`src/rtl/lsu_pkg.sv`:
```
`default_nettype none
// ============================================================================
// Module      : lsu_pkg
// Description : Request size encodings, FSM state encoding and byte-lane
//               helpers for the load/store unit.
// Revision    : 1.0 - initial release
// ============================================================================
package lsu_pkg;

    localparam logic [1:0] c_size_byte = 2'b00;
    localparam logic [1:0] c_size_half = 2'b01;
    localparam logic [1:0] c_size_word = 2'b10;
    localparam logic [1:0] c_size_bad  = 2'b11;

    // Byte-lane enables of an access starting at lane 0
    localparam logic [3:0] c_lanes_byte = 4'b0001;
    localparam logic [3:0] c_lanes_half = 4'b0011;
    localparam logic [3:0] c_lanes_word = 4'b1111;

    typedef enum logic [1:0] {
        IDLE = 2'd0,
        ACC0 = 2'd1,
        ACC1 = 2'd2,
        RESP = 2'd3
    } state_t;

    function automatic logic [3:0] lane_mask(input logic [1:0] size);
        case (size)
            c_size_byte: return c_lanes_byte;
            c_size_half: return c_lanes_half;
            c_size_word: return c_lanes_word;
            default:     return 4'b0000;
        endcase
    endfunction

    function automatic logic [2:0] size_bytes(input logic [1:0] size);
        case (size)
            c_size_byte: return 3'd1;
            c_size_half: return 3'd2;
            c_size_word: return 3'd4;
            default:     return 3'd0;
        endcase
    endfunction

    // An access crosses into the next word when off + nbytes exceeds 4
    function automatic logic crosses(input logic [1:0] off, input logic [1:0] size);
        return (({1'b0, off} + size_bytes(size)) > 3'd4);
    endfunction

endpackage
`default_nettype wire

```
`src/rtl/load_store_unit_if.sv`:
```
`default_nettype none
// ============================================================================
// Module      : load_store_unit_if
// Description : Request, response and word-memory port bundle of the
//               load/store unit.
// Revision    : 1.0 - initial release
// ============================================================================
interface load_store_unit_if #(
    parameter int DEPTH = 256
);
    localparam int AW = $clog2(DEPTH);

    logic          req_valid;
    logic          req_ready;
    logic          req_we;
    logic [31:0]   req_addr;
    logic [31:0]   req_wdata;
    logic [1:0]    req_size;
    logic          req_unsigned;

    logic          resp_valid;
    logic [31:0]   resp_rdata;
    logic          resp_err;

    logic [AW-1:0] mem_rd_addr;
    logic [31:0]   mem_rd_data;
    logic [AW-1:0] mem_wr_addr;
    logic [31:0]   mem_wr_din;
    logic          mem_we;

    modport slave (
        input  req_valid, req_we, req_addr, req_wdata, req_size, req_unsigned,
        output req_ready,
        output resp_valid, resp_rdata, resp_err,
        output mem_rd_addr, mem_wr_addr, mem_wr_din, mem_we,
        input  mem_rd_data
    );

    modport master (
        output req_valid, req_we, req_addr, req_wdata, req_size, req_unsigned,
        input  req_ready,
        input  resp_valid, resp_rdata, resp_err,
        input  mem_rd_addr, mem_wr_addr, mem_wr_din, mem_we,
        output mem_rd_data
    );
endinterface
`default_nettype wire

```
`src/rtl/lsu_align.sv`:
```
`default_nettype none
// ============================================================================
// Module      : lsu_align
// Description : Combinational byte-lane shifting: store merge into the word
//               being accessed and load extraction with sign/zero extension.
// Revision    : 1.0 - initial release
// ============================================================================
module lsu_align
    import lsu_pkg::*;
(
    input  wire logic [1:0]  i_off,
    input  wire logic [1:0]  i_size,
    input  wire logic        i_unsigned,
    input  wire logic        i_phase,      // 0: first word, 1: following word
    input  wire logic [31:0] i_wdata,
    input  wire logic [31:0] i_rd_data,
    input  wire logic [31:0] i_lo_word,
    input  wire logic [31:0] i_hi_word,
    output logic      [31:0] o_wr_din,
    output logic      [31:0] o_load_data
);
    logic [63:0] w_wd_shift;
    logic [7:0]  w_mask_shift;
    logic [3:0]  w_lanes;
    logic [31:0] w_wsel;
    logic [63:0] w_pair;
    logic [31:0] w_rd_shift;

    // Store data and lane mask spread across a two-word window
    assign w_wd_shift   = {32'b0, i_wdata} << {i_off, 3'b000};
    assign w_mask_shift = {4'b0, lane_mask(i_size)} << i_off;
    assign w_lanes      = i_phase ? w_mask_shift[7:4] : w_mask_shift[3:0];
    assign w_wsel       = i_phase ? w_wd_shift[63:32] : w_wd_shift[31:0];

    // Replace only the targeted lanes, keep the rest of the read word
    always_comb begin
        o_wr_din = i_rd_data;
        for (int l = 0; l < 4; l++) begin
            if (w_lanes[l]) begin
                o_wr_din[8*l +: 8] = w_wsel[8*l +: 8];
            end
        end
    end

    assign w_pair     = {i_hi_word, i_lo_word};
    assign w_rd_shift = 32'(w_pair >> {i_off, 3'b000});

    // Extend the extracted value to 32 bits
    always_comb begin
        o_load_data = 32'b0;
        case (i_size)
            c_size_byte: o_load_data = i_unsigned ? {24'b0, w_rd_shift[7:0]}
                                                  : {{24{w_rd_shift[7]}}, w_rd_shift[7:0]};
            c_size_half: o_load_data = i_unsigned ? {16'b0, w_rd_shift[15:0]}
                                                  : {{16{w_rd_shift[15]}}, w_rd_shift[15:0]};
            c_size_word: o_load_data = w_rd_shift;
            default:     o_load_data = 32'b0;
        endcase
    end
endmodule
`default_nettype wire

```
`src/rtl/load_store_unit.sv`:
```
`default_nettype none
// ============================================================================
// Module      : load_store_unit
// Description : Byte/half/word load-store engine over a word-wide memory with
//               asynchronous read. Misaligned accesses that straddle two words
//               take a second access cycle (read-modify-write for stores).
// Revision    : 1.0 - initial release
// ============================================================================
module load_store_unit
    import lsu_pkg::*;
#(
    parameter int DEPTH = 256
) (
    input  wire logic          clk,
    input  wire logic          rst,
    load_store_unit_if.slave   bus
);
    localparam int AW = $clog2(DEPTH);

    state_t        r_state;
    logic          r_we;
    logic          r_unsigned;
    logic [1:0]    r_off;
    logic [1:0]    r_size;
    logic [31:0]   r_wdata;
    logic [31:0]   r_lo;
    logic [AW-1:0] r_mem_addr;
    logic          r_mem_we;
    logic          r_req_ready;
    logic          r_resp_valid;
    logic          r_resp_err;
    logic [31:0]   r_resp_rdata;

    logic [AW-1:0] w_w0;
    logic [AW-1:0] w_w1;
    logic          w_in_acc;
    logic          w_phase;
    logic [31:0]   w_lo;
    logic [31:0]   w_merge;
    logic [31:0]   w_load;
    logic          w_cross;
    logic          w_unused_addr;

    assign w_w0          = bus.req_addr[AW+1:2];
    assign w_unused_addr = ^bus.req_addr[31:AW+2];
    // Second word wraps around the memory
    assign w_w1          = (r_mem_addr == AW'(DEPTH - 1)) ? '0 : r_mem_addr + AW'(1);
    assign w_in_acc      = (r_state == ACC0) || (r_state == ACC1);
    assign w_phase       = (r_state == ACC1);
    assign w_lo          = w_phase ? r_lo : bus.mem_rd_data;
    assign w_cross       = crosses(r_off, r_size);

    lsu_align u_align (
        .i_off       (r_off),
        .i_size      (r_size),
        .i_unsigned  (r_unsigned),
        .i_phase     (w_phase),
        .i_wdata     (r_wdata),
        .i_rd_data   (bus.mem_rd_data),
        .i_lo_word   (w_lo),
        .i_hi_word   (bus.mem_rd_data),
        .o_wr_din    (w_merge),
        .o_load_data (w_load)
    );

    assign bus.req_ready   = r_req_ready;
    assign bus.resp_valid  = r_resp_valid;
    assign bus.resp_err    = r_resp_err;
    assign bus.resp_rdata  = r_resp_rdata;
    assign bus.mem_rd_addr = r_mem_addr;
    assign bus.mem_wr_addr = r_mem_addr;
    assign bus.mem_we      = r_mem_we;
    // Merge data follows the asynchronous read within the same access cycle
    assign bus.mem_wr_din  = (w_in_acc && r_we) ? w_merge : 32'b0;

    // Request sequencing FSM with registered handshake and memory controls
    always_ff @(posedge clk or posedge rst) begin
        if (rst) begin
            r_state      <= IDLE;
            r_we         <= 1'b0;
            r_unsigned   <= 1'b0;
            r_off        <= 2'b0;
            r_size       <= 2'b0;
            r_wdata      <= 32'b0;
            r_lo         <= 32'b0;
            r_mem_addr   <= '0;
            r_mem_we     <= 1'b0;
            r_req_ready  <= 1'b1;
            r_resp_valid <= 1'b0;
            r_resp_err   <= 1'b0;
            r_resp_rdata <= 32'b0;
        end else begin
            case (r_state)
                IDLE: begin
                    if (bus.req_valid) begin
                        r_we        <= bus.req_we;
                        r_unsigned  <= bus.req_unsigned;
                        r_off       <= bus.req_addr[1:0];
                        r_size      <= bus.req_size;
                        r_wdata     <= bus.req_wdata;
                        r_req_ready <= 1'b0;
                        if (bus.req_size == c_size_bad) begin
                            r_state      <= RESP;
                            r_resp_valid <= 1'b1;
                            r_resp_err   <= 1'b1;
                            r_resp_rdata <= 32'b0;
                        end else begin
                            r_state    <= ACC0;
                            r_mem_addr <= w_w0;
                            r_mem_we   <= bus.req_we;
                        end
                    end
                end
                ACC0: begin
                    r_lo <= bus.mem_rd_data;
                    if (w_cross) begin
                        r_state    <= ACC1;
                        r_mem_addr <= w_w1;
                        r_mem_we   <= r_we;
                    end else begin
                        r_state      <= RESP;
                        r_mem_addr   <= '0;
                        r_mem_we     <= 1'b0;
                        r_resp_valid <= 1'b1;
                        r_resp_rdata <= r_we ? 32'b0 : w_load;
                    end
                end
                ACC1: begin
                    r_state      <= RESP;
                    r_mem_addr   <= '0;
                    r_mem_we     <= 1'b0;
                    r_resp_valid <= 1'b1;
                    r_resp_rdata <= r_we ? 32'b0 : w_load;
                end
                RESP: begin
                    r_state      <= IDLE;
                    r_resp_valid <= 1'b0;
                    r_resp_err   <= 1'b0;
                    r_resp_rdata <= 32'b0;
                    r_req_ready  <= 1'b1;
                end
                default: r_state <= IDLE;
            endcase
        end
    end
endmodule
`default_nettype wire

```
`src/flat_wrapper.sv`:
```
// flat-port wrapper written by rule: the top's interface ports become plain ports
module load_store_unit_flat import lsu_pkg::*;
#(
    parameter int DEPTH = 256
)
  (clk, rst, bus_req_valid, bus_req_we, bus_req_addr, bus_req_wdata, bus_req_size, bus_req_unsigned, bus_req_ready, bus_resp_valid, bus_resp_rdata, bus_resp_err, bus_mem_rd_addr, bus_mem_wr_addr, bus_mem_wr_din, bus_mem_we, bus_mem_rd_data);
  load_store_unit_if #(.DEPTH(DEPTH)) bus_i ();
  input  wire logic clk;
  input  wire logic rst;
  input wire logic [$bits(bus_i.req_valid)-1:0] bus_req_valid;
  input wire logic [$bits(bus_i.req_we)-1:0] bus_req_we;
  input wire logic [$bits(bus_i.req_addr)-1:0] bus_req_addr;
  input wire logic [$bits(bus_i.req_wdata)-1:0] bus_req_wdata;
  input wire logic [$bits(bus_i.req_size)-1:0] bus_req_size;
  input wire logic [$bits(bus_i.req_unsigned)-1:0] bus_req_unsigned;
  output wire logic [$bits(bus_i.req_ready)-1:0] bus_req_ready;
  output wire logic [$bits(bus_i.resp_valid)-1:0] bus_resp_valid;
  output wire logic [$bits(bus_i.resp_rdata)-1:0] bus_resp_rdata;
  output wire logic [$bits(bus_i.resp_err)-1:0] bus_resp_err;
  output wire logic [$bits(bus_i.mem_rd_addr)-1:0] bus_mem_rd_addr;
  output wire logic [$bits(bus_i.mem_wr_addr)-1:0] bus_mem_wr_addr;
  output wire logic [$bits(bus_i.mem_wr_din)-1:0] bus_mem_wr_din;
  output wire logic [$bits(bus_i.mem_we)-1:0] bus_mem_we;
  input wire logic [$bits(bus_i.mem_rd_data)-1:0] bus_mem_rd_data;
  assign bus_i.req_valid = bus_req_valid;
  assign bus_i.req_we = bus_req_we;
  assign bus_i.req_addr = bus_req_addr;
  assign bus_i.req_wdata = bus_req_wdata;
  assign bus_i.req_size = bus_req_size;
  assign bus_i.req_unsigned = bus_req_unsigned;
  assign bus_req_ready = bus_i.req_ready;
  assign bus_resp_valid = bus_i.resp_valid;
  assign bus_resp_rdata = bus_i.resp_rdata;
  assign bus_resp_err = bus_i.resp_err;
  assign bus_mem_rd_addr = bus_i.mem_rd_addr;
  assign bus_mem_wr_addr = bus_i.mem_wr_addr;
  assign bus_mem_wr_din = bus_i.mem_wr_din;
  assign bus_mem_we = bus_i.mem_we;
  assign bus_i.mem_rd_data = bus_mem_rd_data;
  load_store_unit #(.DEPTH(DEPTH)) u_core (.clk(clk), .rst(rst), .bus(bus_i));
endmodule
```
`config.mk`:
```
export PLATFORM = sky130hd
export DESIGN_NAME = load_store_unit_flat
export DESIGN_NICKNAME = d
export VERILOG_FILES = /design/src/rtl/lsu_pkg.sv /design/src/rtl/load_store_unit_if.sv /design/src/rtl/lsu_align.sv /design/src/rtl/load_store_unit.sv /design/src/flat_wrapper.sv
export SDC_FILE = /design/constraint.sdc
export NUM_CORES = 1
export LEC_CHECK = 0
export BUFFER_PORTS_ARGS = -buffer_cell sky130_fd_sc_hd__buf_2
export CAP_MARGIN = 10
export CORE_MARGIN = 1.5
export CORE_UTILIZATION = 45
export DETAILED_ROUTE_END_ITERATION = 10
export GPL_TIMING_DRIVEN = 1
export PLACE_DENSITY = 0.69
export SKIP_CTS_REPAIR_TIMING = 1
export SLEW_MARGIN = 20
export SYNTH_ARGS = -nofsm -noshare
export SYNTH_HDL_FRONTEND = slang
export SYNTH_SLANG_ARGS = --single-unit
export TNS_END_PERCENT = 100
```
`constraint.sdc`:
```
create_clock -name clk -period 7.71 [get_ports clk]
set_input_delay 1.1565 -clock clk [delete_from_list [all_inputs] [get_ports clk]]
set_output_delay 1.1565 -clock clk [all_outputs]
set_load 0.02 [all_outputs]
```
==> insert_results.sql <==
INSERT INTO impl_metrics (metric_group, metric, value, unit) VALUES
('status', 'run_status', 'finished, final reports clean', ''),
('cells_and_area', 'syn_to_final_growth', '18.94', '%'),
('drt', 'vias_per_std_cell', '5.672', ''),
('yosys', 'yosysSeqAreaShare', '38.47', '%'),
('die', 'floorplan.core_area', '0.01647', 'mm^2'),
('pwr', 'leakage_power', '4.362', 'nW'),
('drt', 'drt-total-wl', '20560', 'um'),
('yosys', 'synth_cell_types', '54', ''),
('drt', 'drc_errors', '0', ''),
('die', 'initial_util', '45.85', '%'),
('timing', 'final_period_minus_worst_setup_slack', '4.707', 'ns'),
('global_route', 'gr-total-overflow', '0', ''),
('cells_and_area', 'finalInstanceArea', '0.008980', 'mm^2'),
('worst_setup_path', 'crit_arrival', '3.55', 'ns'),
('yosys', 'synth_net_count', '850', ''),
('placed_design', 'numPortBuffers', '164', ''),
('placed_design', 'numPlacedInstances', '1068', ''),
('pwr', 'ir_drop', '225.0', 'uV'),
('worst_setup_path', 'critPathLaunchType', 'flip-flop', ''),
('global_route', 'grt_max_degree', '68', ''),
('yosys', 'yosysWarningCount', '0', ''),
('yosys', 'synth_flop_cell', 'sky130_fd_sc_hd__dfrtp_1', ''),
('yosys', 'ys_top_cells_by_area', 'sky130_fd_sc_hd__dfrtp_1 38%, sky130_fd_sc_hd__mux2_2 12%, sky130_fd_sc_hd__mux2i_1 11%', ''),
('clock_network', 'tritoncts_num_sinks', '116', ''),
('global_route', 'first_pass_grt_wire_length', '32950', 'um'),
('global_route', 'antenna_found_initial', '2', ''),
('timing', 'max_slew_margin', '26.86', '%'),
('yosys', 'synth_seq_cells', '116', ''),
('hold_path', 'holdCritPathClass', 'reg2reg', ''),
('clock_network', 'cts.htree.levels', '4', ''),
('global_route', 'first_global_vias', '5937', ''),
('timing', 'drv_slew', '0', ''),
('cells_and_area', 'fraction_of_final_layout_cells_sized_beyond_drive_strength_1', '36.59', '%'),
('yosys', 'post_synth_edffs', '0', ''),
('hold_path', 'min_delay_path_depth', '2', ''),
('worst_setup_path', 'endpoint_kind', 'primary output', ''),
('timing', 'worstMarginPinSlew', '1.094', 'ns'),
('pwr', 'clkPwrFrac', '16.8', '%'),
('yosys', 'syn-instance-count', '735', ''),
('yosys', 'average_cell_area_after_synthesis', '10.27', 'um^2'),
('pwr', 'power.sequential.fraction', '24.5', '%'),
('yosys', 'synth_area_leader_cell', 'sky130_fd_sc_hd__dfrtp_1', ''),
('timing', 'finalClockSkew', '0.006222', 'ns'),
('die', 'die-area', '0.01756', 'mm^2'),
('timing', 'layout_worst_path_cycle_share', '61.05', '%'),
('die', 'ioPinCount', '187', ''),
('placed_design', 'gp_routability_congestion', '0.8574', ''),
('yosys', 'synth_top_area_share', '38.12', '%'),
('placed_design', 'dp_slack', '3.438', 'ns'),
('timing', 'setup-violations-final', '0', ''),
('clock_network', 'number_of_clock_buffers_inserted_by_tritoncts', '17', ''),
('pwr', 'internal-power', '2.456', 'mW'),
('pwr', 'p_sw', '2.014', 'mW'),
('cells_and_area', 'finalNonFillerCells', '1102', ''),
('yosys', 'dominant_cell_by_count_in_the_synthesized_netlist', 'sky130_fd_sc_hd__dfrtp_1', ''),
('timing', 'rsz0062_at_grt', 'false', ''),
('clock_network', 'ctsRootBufferMaster', 'sky130_fd_sc_hd__clkbuf_16', ''),
('cells_and_area', 'fillCellCount', '1517', ''),
('job', 'max_cap_violations', '0', ''),
('drt', 'routed_wire_length_per_instance', '18.65', 'um'),
('cells_and_area', 'layout.core_utilization', '54.54', '%'),
('drt', 'vias', '6251', ''),
('clock_network', 'cts_tree', 'built', ''),
('clock_network', 'clk-insertion-delay-late', '0.42', 'ns'),
('die', 'placementRows', '47', ''),
('worst_setup_path', 'crit_required', '6.55', 'ns'),
('worst_setup_path', 'timing.setup.critical_path_class', 'reg2out', ''),
('yosys', 'syn_area', '0.007550', 'mm^2'),
('die', 'die_h', '132.5', 'um'),
('timing', 'fin_setup_tns', '0', 'ns'),
('clock_network', 'cts_buffer_depth', '2', '');
## power groups by stage
stage                     logic [mW]  registers (mW)  clock network (mW)
after floorplan                 2.03            1.10                   0
after global placement          2.56            1.09                   0
after detailed placement        2.60            1.10                   0
after CTS                       2.61            1.09               0.763
after global routing            2.85            1.13               0.793
final                           2.62            1.09               0.751
## cells in the final DEF (no fill, tap or decap), drive strengths merged, types with 6 or more instances in the layout
master and instances:
a22oi 15, nand2 55, mux2 80, o211ai 7
a22o 39, clkinvlp 6, a221o 7, mux4 10
nor2b 15, a211oi 14, o21ai 34, dfrtp 115
a21oi 11, nand3 25, inv 32, mux2i 86
o22ai 8, buf 173, ha 11, clkbuf 19
nor2 63
## through the flow
stage,power [mW],hold slack (ns)
after detailed placement,3.702,0.4672
after global placement,3.653,0.4651
after floorplan,3.131,0.4805
final,4.470,0.4732
after global routing,4.782,0.4970
after CTS,4.462,0.4796
## routing by layer
| metal | vias to the layer above | global-route usage [%] | share of wire, % |
|---|---|---|---|
| met5 | - | 0 | 0 |
| li1 | 2960 | - | - |
| met3 | 30 | 6.398 | 5.6 |
| met4 | 0 | 7.570 | 1.7 |
| met2 | 228 | 35.75 | 45 |
| met1 | 3033 | 34.31 | 48 |
## worst max-delay path: stages (launching register included)
cell and delay [ns]:
sky130_fd_sc_hd__dfrtp_2 0.64, sky130_fd_sc_hd__buf_4 0.37, sky130_fd_sc_hd__inv_1 0.78, sky130_fd_sc_hd__o2bb2ai_1 0.16, sky130_fd_sc_hd__a21oi_2 0.55, sky130_fd_sc_hd__mux2i_1 0.15
sky130_fd_sc_hd__nor2_1 0.22, sky130_fd_sc_hd__buf_2 0.23
## sequential cells by signal, summed over array words and instances, names as in the netlist, 2 cells and up
| signal | cells |
|---|---|
| u_core.bus.mem_rd_addr | 8 |
| u_core.bus.resp_rdata | 32 |
| u_core.r_lo | 32 |
| u_core.r_off | 2 |
| u_core.r_size | 2 |
| u_core.r_state | 2 |
| u_core.r_wdata | 32 |
## worst paths after layout
kind,from,endpoint,slack [ns]
setup reg to reg,u_core.r_off[0],u_core.bus.resp_rdata[7],3.44
min in group asynchronous,rst,u_core.r_wdata[12],0.81
hold reg to reg,u_core.bus.resp_valid,u_core.bus.resp_valid,0.47
max in group asynchronous,rst,u_core.bus.resp_rdata[29],5.60
hold / removal,u_core.bus.resp_valid,u_core.bus.resp_valid,0.47
setup / recovery,u_core.r_off[0],bus_mem_wr_din[7],3.00
## kinds of logic (layout without fill, tap and decap cells)
family / after synthesis / count (layout) / share of synthesized area, %
buffers and inverters: 91 / 236 / 5.668
and+or+nand+nor: 177 / 177 / 11.20
adders and majority gates: 12 / 12 / 2.088
other: 0 / 2 / 0
muxes: 176 / 176 / 26.32
AOI/OAI and AO/OA: 162 / 162 / 16.04
xor gates and xnor gates: 1 / 1 / 0.2155
DFF: 116 / 116 / 38.47
## final cells by class
cell class / instances / area [um^2] / share of cell area, %
Multi-Input combinational cell: 528 / 4224 / 47.04
Sequential cell: 116 / 2907 / 32.37
Timing Repair Buffer: 173 / 888.4 / 9.893
Clock buffer: 19 / 452.9 / 5.044
Tap cell: 220 / 275.3 / 3.065
Inverter: 31 / 118.9 / 1.324
Clock inverter: 13 / 108.9 / 1.212
Antenna cell: 2 / 5.005 / 0.05573
Note: power is estimated with default switching activity, not from simulation.
